File: config.mk
export PLATFORM = sky130hd
export DESIGN_NAME = cla_mp_adder
export DESIGN_NICKNAME = d
export VERILOG_FILES = /design/src/rtl/cla_mp_adder.sv
export SDC_FILE = /design/constraint.sdc
export NUM_CORES = 1
export LEC_CHECK = 0
export ABC_AREA = 1
export CORE_MARGIN = 2
export CORE_UTILIZATION = 50
export DETAILED_ROUTE_END_ITERATION = 10
export PLACE_DENSITY = 0.91
export SLEW_MARGIN = 20
export SYNTH_ARGS = -nofsm -noshare
export SYNTH_HDL_FRONTEND = slang
export SYNTH_SLANG_ARGS = --single-unit
File: constraint.sdc
create_clock -name clk -period 7.7 [get_ports clk]
set_input_delay 1.54 -clock clk [delete_from_list [all_inputs] [get_ports clk]]
set_output_delay 1.54 -clock clk [all_outputs]
set_load 0.05 [all_outputs]
File: src/rtl/cla_mp_adder.sv
// -----------------------------------------------------------------------------
// cla_mp_adder
// Streaming multi-precision add/subtract unit. An operand of LIMBS*WIDTH bits
// arrives one limb per transfer, least-significant limb first. Each limb is
// summed by a two-level carry-lookahead core; the limb carry-out is held in
// c_reg and becomes the next limb's carry-in. Whole-word carry/borrow,
// signed-overflow and zero flags are reported with the most-significant limb.
//
// Parameters
//   WIDTH  limb width in bits (multiple of GROUP)
//   LIMBS  limbs per operand (>= 1)
//   GROUP  bits per lookahead group
//
// Ports
//   clk, rst             clock, synchronous active-high reset
//   in_valid/in_ready    input limb handshake
//   in_a, in_b           operand limbs
//   in_sub, in_cin       mode and carry/borrow-in, sampled on limb 0 only
//   out_valid/out_ready  result limb handshake
//   out_sum, out_last    result limb, most-significant-limb marker
//   out_cout/ovf/zero    whole-word flags, valid with out_last, 0 otherwise
//   busy                 an operand is partially received
// -----------------------------------------------------------------------------
module cla_mp_adder #(
  parameter int WIDTH = 8,
  parameter int LIMBS = 4,
  parameter int GROUP = 4
) (
  input  logic             clk,
  input  logic             rst,
  input  logic             in_valid,
  output logic             in_ready,
  input  logic [WIDTH-1:0] in_a,
  input  logic [WIDTH-1:0] in_b,
  input  logic             in_sub,
  input  logic             in_cin,
  output logic             out_valid,
  input  logic             out_ready,
  output logic [WIDTH-1:0] out_sum,
  output logic             out_last,
  output logic             out_cout,
  output logic             out_ovf,
  output logic             out_zero,
  output logic             busy
);

  localparam int NG    = WIDTH / GROUP;
  localparam int IDX_W = (LIMBS > 1) ? $clog2(LIMBS) : 1;
  localparam logic [IDX_W-1:0] LAST_IDX = IDX_W'(LIMBS - 1);

  typedef enum logic {IDLE, RUN} state_t;

  state_t           state_q;
  logic [IDX_W-1:0] idx_q;
  logic             c_reg;
  logic             mode_q;
  logic             z_reg;

  logic             xfer;
  logic             first;
  logic             mode;
  logic             c_in;
  logic             is_last;
  logic             z_next;
  logic [WIDTH-1:0] b_eff;
  logic [WIDTH-1:0] sum;
  logic             c_out;

  // Lookahead core signals
  logic [WIDTH-1:0] g, p;
  logic [NG-1:0]    gg, gp;
  logic [NG:0]      gc;
  logic [WIDTH:0]   c;
  logic             acc, prop;

  assign in_ready = !out_valid || out_ready;
  assign xfer     = in_valid && in_ready;
  assign busy     = (state_q == RUN);
  assign first    = (state_q == IDLE);

  // Limb 0 takes mode and carry from the ports; later limbs use the latched
  // mode and the carry chained from the previous limb. Subtraction is
  // A + ~B + 1 with borrow-in folded into the carry as ~cin.
  assign mode    = first ? in_sub : mode_q;
  assign c_in    = first ? (in_cin ^ in_sub) : c_reg;
  assign b_eff   = in_b ^ {WIDTH{mode}};
  assign is_last = (LIMBS == 1) || ((state_q == RUN) && (idx_q == LAST_IDX));
  assign z_next  = (first | z_reg) & (sum == '0);

  // NOTE: every variable written here gets a default before any loop or branch
  // so that no path can leave one unassigned and infer a latch.
  always_comb begin
    g    = in_a & b_eff;
    p    = in_a ^ b_eff;
    gg   = '0;
    gp   = '1;
    gc   = '0;
    c    = '0;
    acc  = 1'b0;
    prop = 1'b0;

    // Group generate/propagate.
    for (int k = 0; k < NG; k++) begin
      for (int j = 0; j < GROUP; j++) begin
        gg[k] = g[k*GROUP+j] | (p[k*GROUP+j] & gg[k]);
        gp[k] = gp[k] & p[k*GROUP+j];
      end
    end

    // Second level: each group carry is a flat sum of products over all lower
    // groups and the limb carry-in, so it does not wait on its neighbour.
    gc[0] = c_in;
    for (int k = 0; k < NG; k++) begin
      acc  = gg[k];
      prop = gp[k];
      for (int j = k - 1; j >= 0; j--) begin
        acc  = acc | (prop & gg[j]);
        prop = prop & gp[j];
      end
      gc[k+1] = acc | (prop & c_in);
    end

    // Bit carries inside each group start from the lookahead group carry.
    for (int k = 0; k < NG; k++) begin
      c[k*GROUP] = gc[k];
      for (int j = 1; j < GROUP; j++) begin
        c[k*GROUP+j] = g[k*GROUP+j-1] | (p[k*GROUP+j-1] & c[k*GROUP+j-1]);
      end
    end
    c[WIDTH] = gc[NG];
  end

  assign sum   = p ^ c[WIDTH-1:0];
  assign c_out = c[WIDTH];

  // NOTE: state registers use non-blocking assignments so every flop samples
  // the pre-edge values regardless of statement order.
  always_ff @(posedge clk) begin
    if (rst) begin
      state_q   <= IDLE;
      idx_q     <= '0;
      c_reg     <= 1'b0;
      mode_q    <= 1'b0;
      z_reg     <= 1'b1;
      out_valid <= 1'b0;
      out_sum   <= '0;
      out_last  <= 1'b0;
      out_cout  <= 1'b0;
      out_ovf   <= 1'b0;
      out_zero  <= 1'b0;
    end else if (xfer) begin
      c_reg     <= c_out;
      z_reg     <= z_next;
      out_valid <= 1'b1;
      out_sum   <= sum;
      out_last  <= is_last;
      // Borrow-out is the inverted raw carry when subtracting.
      out_cout  <= is_last & (c_out ^ mode);
      out_ovf   <= is_last & (c[WIDTH-1] ^ c_out);
      out_zero  <= is_last & z_next;
      if (first) mode_q <= in_sub;
      case (state_q)
        IDLE: begin
          if (LIMBS > 1) begin
            state_q <= RUN;
            idx_q   <= IDX_W'(1);
          end
        end
        RUN: begin
          if (is_last) begin
            state_q <= IDLE;
            idx_q   <= '0;
          end else begin
            idx_q <= idx_q + IDX_W'(1);
          end
        end
        default: begin
          state_q <= IDLE;
          idx_q   <= '0;
        end
      endcase
    end else if (out_ready) begin
      out_valid <= 1'b0;
    end
  end

endmodule

# Word-level counts from Yosys, hierarchy flattened
# Cells that the tools add are included.
[word_totals] regBits=19 in_bits=22 out_inout_bits=15 elab_cells=77
[op_classes] addsub=1 eq_ne=1 n_mux=8 n_bitwise=50 reduce_logical=6
[ops] op="$and A1 B1 Y1" n=26
[ops] op="$xor A8 B8 Y8" n=3
[ops] op="$or A1 B1 Y1" n=16
[ops] op="$and A8 B8 Y8" n=1
[ops] op="$logic_not A8 Y1" n=1
[ops] op="$mux W1" n=5
[ops] op="$pmux W2 S2" n=1
[ops] op="$xor A1 B1 Y1" n=3
[ops] op="$add A2 B1 Y2 const B" n=1
[ops] op="$eq A2 B2 Y1 const B" n=1
[ops] op="$logic_and A1 B1 Y1" n=2
[ops] op="$mux W2" n=1
[ops] op="$pmux W1 S2" n=1
[ops] op="$reduce_bool A2 Y1" n=1
[ops] op="$logic_not A1 Y1" n=1
[ops] op="$logic_or A1 B1 Y1" n=1
[ops] op="$not A1 Y1" n=1

# Logic depth before layout (Yosys ltp)
[logic_depth] word_depth=20 ltp_mapped=20 ltp_nobuf=19

# Least setup slack after synthesis
# No wires, ideal clock.
[synth_path] kind="input-to-reg" from="input in_sub" to="register out_zero" setup_time_ps=64 arrival_ps=4298 required_time_ps=7636 slack_ps=3339 cell_stages=19 path_buffers=1 path_cell_list="inv_1 > nand2_2 > o21ai_2 > buf_6 > xnor2_1 > ha_1 > nand3_1 > nand3_1 > nand2_1 > nand2_1 > nor2_1 > fa_1 > fa_1 > inv_1 > fa_1 > nor3b_1 > nand4_1 > o21a_1 > nor2_1"
[synth_between] elab_cells_between_ends=33 cone_classes="mux (2); bitwise (30); reduce/logical (1)"
[synth_lines] element="start, declared" line="35" source="input logic in_sub,"
[synth_lines] element="$mux W1"
[synth_lines] element="$xor A8 B8 Y8" line="86" source="assign b_eff = in_b ^ {WIDTH{mode}};"
[synth_lines] element="$xor A8 B8 Y8 / $and A8 B8 Y8 (equally long branches)" line="94, 93"
[synth_lines] element="$and A1 B1 Y1" line="105" source="gg[k] = g[k*GROUP+j] | (p[k*GROUP+j] & gg[k]);"
[synth_lines] element="$or A1 B1 Y1" line="105"
[synth_lines] element="$and A1 B1 Y1" line="105"
[synth_lines] element="$or A1 B1 Y1" line="105"
[synth_lines] element="$and A1 B1 Y1" line="105"
[synth_lines] element="(+3 left out)"
[synth_lines] element="$or A1 B1 Y1" line="127" source="c[k*GROUP+j] = g[k*GROUP+j-1] | (p[k*GROUP+j-1] & c[k*GROUP+j-1]);"
[synth_lines] element="$and A1 B1 Y1" line="127"
[synth_lines] element="$or A1 B1 Y1" line="127"
[synth_lines] element="$xor A8 B8 Y8 *" line="133" source="assign sum = p ^ c[WIDTH-1:0];"
[synth_lines] element="named net sum[6]" line="66" source="logic [WIDTH-1:0] sum;"
[synth_lines] element="$logic_not A8 Y1 *" line="88" source="assign z_next = (first | z_reg) & (sum == '0);"
[synth_lines] element="$and A1 B1 Y1 *" line="88"
[synth_lines] element="$and A1 B1 Y1 *" line="160" source="out_zero <= is_last & z_next;"
[synth_lines] element="end signal, assigned" line="160"
[synth_lines] element="end, declared" line="43" source="output logic out_zero,"
# Mark *: on every way through the listed nets, which the timed path passes. The rest lies on a longest branch.
# A chain may end at the register's enable or synchronous reset.

# Worst setup path in the final report
# Ends and elaborated chain as after synthesis.

==> metrics.md <==
| Metric | Value |
|---|---|
| Critical Path Slowest Stage Cell | `sky130_fd_sc_hd__clkdlybuf4s50_1` |
| Reg-to-reg slack, setup | `3830 ps` |
| Worst Setup End Kind | `flip-flop` |
| Grt total ovfl | `0` |
| Hold/Removal Path Class | `flip-flop to flip-flop` |
| Wire length of the first global-routing pass | `3.98 mm` |
| Commonest cells after routing, fill and taps aside | `36 x sky130_fd_sc_hd__clkdlybuf4s50_1, 31 x sky130_fd_sc_hd__nand2_1, 27 x sky130_fd_sc_hd__inv_1, 19 x sky130_fd_sc_hd__dfxtp_1, 16 x sky130_fd_sc_hd__a21oi_1` |
| Slowest stage delay, CP | `470 ps` |
| Type of the setup path with the least slack | `input pin to flip-flop` |
| Global-route total usage across every layer | `18.9%` |
| DIE AREA | `0.00294 mm^2` |
| Final Cycle Share | `62.6%` |
| Final number of setup-violating endpoints | `0` |
| Max FO, Critical Path | `11` |
| Nets | `239` |
| Flip-flop and latch count after synthesis | `19` |
| Reported leakage power | `0.000757 uW` |
| Compound-cell area share of the yosys netlist | `14.0%` |
| Worst voltage drop across the vdd grid | `0.120 mV` |
| Endpoint of the most critical register-to-register path | `out_zero` |
| Combinational family with the most area after synthesis | `simple AND/OR/NAND/NOR gates` |
| TritonCTS clock tree | `yes` |
| DIE HEIGHT | `54.2 um` |
| Post-CTS setup-driven buffer insertion count | `0` |
| Yosys warnings | `0` |
| Gate Count Post-Synth | `165` |
| Chip Width | `54.2 um` |
| Max-slew headroom at the worst pin | `57.5%` |
| Vias in the first global route | `954` |
| Post-Synth Adder-Cell Area | `18.5%` |
| Critical Path Source | `in_sub` |
| Hold buffer count at cts | `0` |
| Cell Count, Final, Fillers Out | `231` |
| Total via count in the routed design | `1,126` |
| CP Capture Point | `out_zero` |
| Largest register FFs | `8` |
| Final weighted congestion in routability-driven placement | `0.836` |
| Clock latency on the worst-skew pair | `300 ps` |
| Post-route DRC | `0` |
| Result of the run | `completed` |
| Critical path startpoint category | `input pin` |
| Setup Skew | `0.797 ps` |
| Fraction of the yosys area taken by sequential cells | `30.2%` |
| Core Util, Final | `67.7%` |
| Unrepaired setup endpoints after global routing | `false` |
| Number of routed nets with antenna violations | `0` |
| Depth of the most critical reg-to-reg path | `17` |
| Simple-gate area share of the yosys netlist | `19.8%` |
| Mean post-synth cell area | `7.64 um^2` |
| Clock H-tree levels | `1` |
| Registers with the most flip-flops | `out_sum (8), idx_q (2)` |
| Post-synthesis cell area | `0.00126 mm^2` |
| Endpoints failing hold | `0` |
| Buffers from clock root to sink, at most | `2` |
| Number of distinct standard cells referenced by the synthesized netlist | `22` |
| Final min period | `4820 ps` |
| Register containing the most flip-flops in the final layout | `out_sum` |
| Total of max-cap violations | `0` |
| CTS clk-pin slew, worst paths | `110 ps` |
| Critical-path cell list | `clkdlybuf4s50_1 > inv_1 > nand2_2 > o21ai_2 > xnor2_1 > ha_1 > nand2_1 > inv_1 > nand2_1 > nor2_1 > nor2_1 > fa_1 > fa_1 > inv_1 > fa_1 > nor3b_1 > nand4_1 > o21a_1 > nor2_1` |
| Setup total negative slack | `0 ps` |
| Placed Instances | `227` |
| First-pass detailed-route iteration total | `4` |
| Multiplexer fraction of the synthesized cell area | `0%` |
| Placeable core region | `0.00243 mm^2` |
| Ratio of cells with drive above 1 in the final layout | `5.47%` |
| CTS root buffer | `sky130_fd_sc_hd__clkbuf_4` |
| DP Wirelength | `1.95 mm` |
| Via density | `4.87` |
| Most common cell after layout, fill and taps aside | `sky130_fd_sc_hd__clkdlybuf4s50_1` |
| Slew at the pin closest to its max-slew limit | `638 ps` |
| Number of standard-cell rows in the floorplan | `18` |
| Area growth from synthesis to final layout | `30.8%` |
| Max Clk Rate | `207 MHz` |
| Initial standard-cell utilization of the core | `51.8%` |
| Total non-filler cell area in the finished layout | `0.00165 mm^2` |
| Clock buffer count from CTS | `3` |
| Initial antenna violation count | `0` |
| Wirelength, routed | `2.41 mm` |
| Count of inserted antenna diode cells | `0` |
| Placement Cell Area | `0.00162 mm^2` |
| Power per cell area | `186 mW/mm^2` |
| Detailed router's first-iteration violation count | `24` |
| Arrival time reported for the critical path endpoint | `5070 ps` |
| Final slew viol count | `0` |
| Post-Route Hold Slack | `472 ps` |
| Post-detailed-route wirelength per cell | `10.4 um` |
| Xor/xnor share of the synthesized area | `6.26%` |
| Critical path required time | `7950 ps` |
| R2r startpoint | `busy` |
| Number of nets in the synthesized netlist | `202` |
| Maximum number of pins on one net before global-route repair | `19` |
| Clk sink count | `19` |
| Buffers on Ports | `36` |
| I/O pin total | `37` |
| Post-cts resize count | `0` |
Yosys cell counts:
cell	count	share of area, %
sky130_fd_sc_hd__buf_4	2	1.2
sky130_fd_sc_hd__o21ai_0	11	4.4
sky130_fd_sc_hd__nand4_1	3	1.5
sky130_fd_sc_hd__nand2_2	3	1.5
sky130_fd_sc_hd__xor2_1	1	0.70
sky130_fd_sc_hd__buf_6	2	1.8
sky130_fd_sc_hd__a21oi_2	2	1.4
sky130_fd_sc_hd__a21oi_1	16	6.4
sky130_fd_sc_hd__o21ai_2	1	0.70
sky130_fd_sc_hd__fa_1	6	9.5
sky130_fd_sc_hd__a211oi_1	1	0.60
sky130_fd_sc_hd__ha_1	9	8.9
sky130_fd_sc_hd__inv_1	27	8.0
sky130_fd_sc_hd__xnor2_1	8	5.6
sky130_fd_sc_hd__nor3b_1	1	0.60
sky130_fd_sc_hd__nand3_1	8	3.2
sky130_fd_sc_hd__o21a_1	1	0.60
sky130_fd_sc_hd__nor2_1	11	3.3
sky130_fd_sc_hd__or2_1	1	0.50
sky130_fd_sc_hd__inv_2	1	0.30
sky130_fd_sc_hd__dfxtp_1	19	30
sky130_fd_sc_hd__nand2_1	31	9.2
critical path, delay by kind of cell:
| kind | cells | cell delay, ps |
|---|---|---|
| compound gates | 2 | 370 |
| buf+inv | 4 | 650 |
| simple gates | 8 | 780 |
| fa+ha+maj | 4 | 1510 |
| xor+xnor | 1 | 210 |
layout make-up:
| cell class | count | area, um^2 |
|---|---|---|
| fillers | 203 | 785 |
| multi-input cells | 114 | 737 |
| flip-flops and latches | 19 | 380 |
| repair buffers | 36 | 360 |
| inverters | 28 | 105 |
| well taps | 30 | 37.5 |
| clock buffers | 3 | 22.5 |
| clock inverters | 1 | 5.00 |
how the worst min path moves through the flow:
stage	to	from	depth (start not counted)
5_1_grt	out_cout	out_cout	2
6_report	out_cout	out_cout	2
3_3_place_gp	out_ovf	out_ovf	2
2_1_floorplan	z_reg	z_reg	2
4_1_cts	out_ovf	out_ovf	2
3_5_place_dp	z_reg	z_reg	2
per-layer routing:
| metal | vias to the layer above | track usage [%] | share of wire, % | routed length (um) |
|---|---|---|---|---|
| met4 | 0 | 10.0 | 2.5 | 61 |
| met2 | 30 | 29.3 | 46 | 1110 |
| met5 | - | 0 | 0 | 0 |
| met3 | 5 | 2.50 | 4.0 | 97 |
| li1 | 595 | - | - | - |
| met1 | 496 | 25.5 | 48 | 1150 |
cell families after synthesis:
group           Yosys count
buf+inv                  32
compound gates           32
simple gates             58
fa+ha+maj                15
xor+xnor                  9
flops                    19
where the power goes:
part | internal [uW] | switching [uW] | leakage [uW]
clock network | 19.4 | 32.1 | 0.0000177
registers | 107 | 4.74 | 0.000157
logic | 58.4 | 84.4 | 0.000582
total | 185 | 121 | 0.000757
metrics by stage:
| step | setup slack, ps | total power, uW |
|---|---|---|
| 3_3_place_gp | 2640 | 253 |
| 2_1_floorplan | 3340 | 216 |
| 6_report | 2880 | 306 |
| 5_1_grt | 2560 | 328 |
| 4_1_cts | 2870 | 306 |
| 3_5_place_dp | 2560 | 256 |
(Power assumes the default switching activity.)
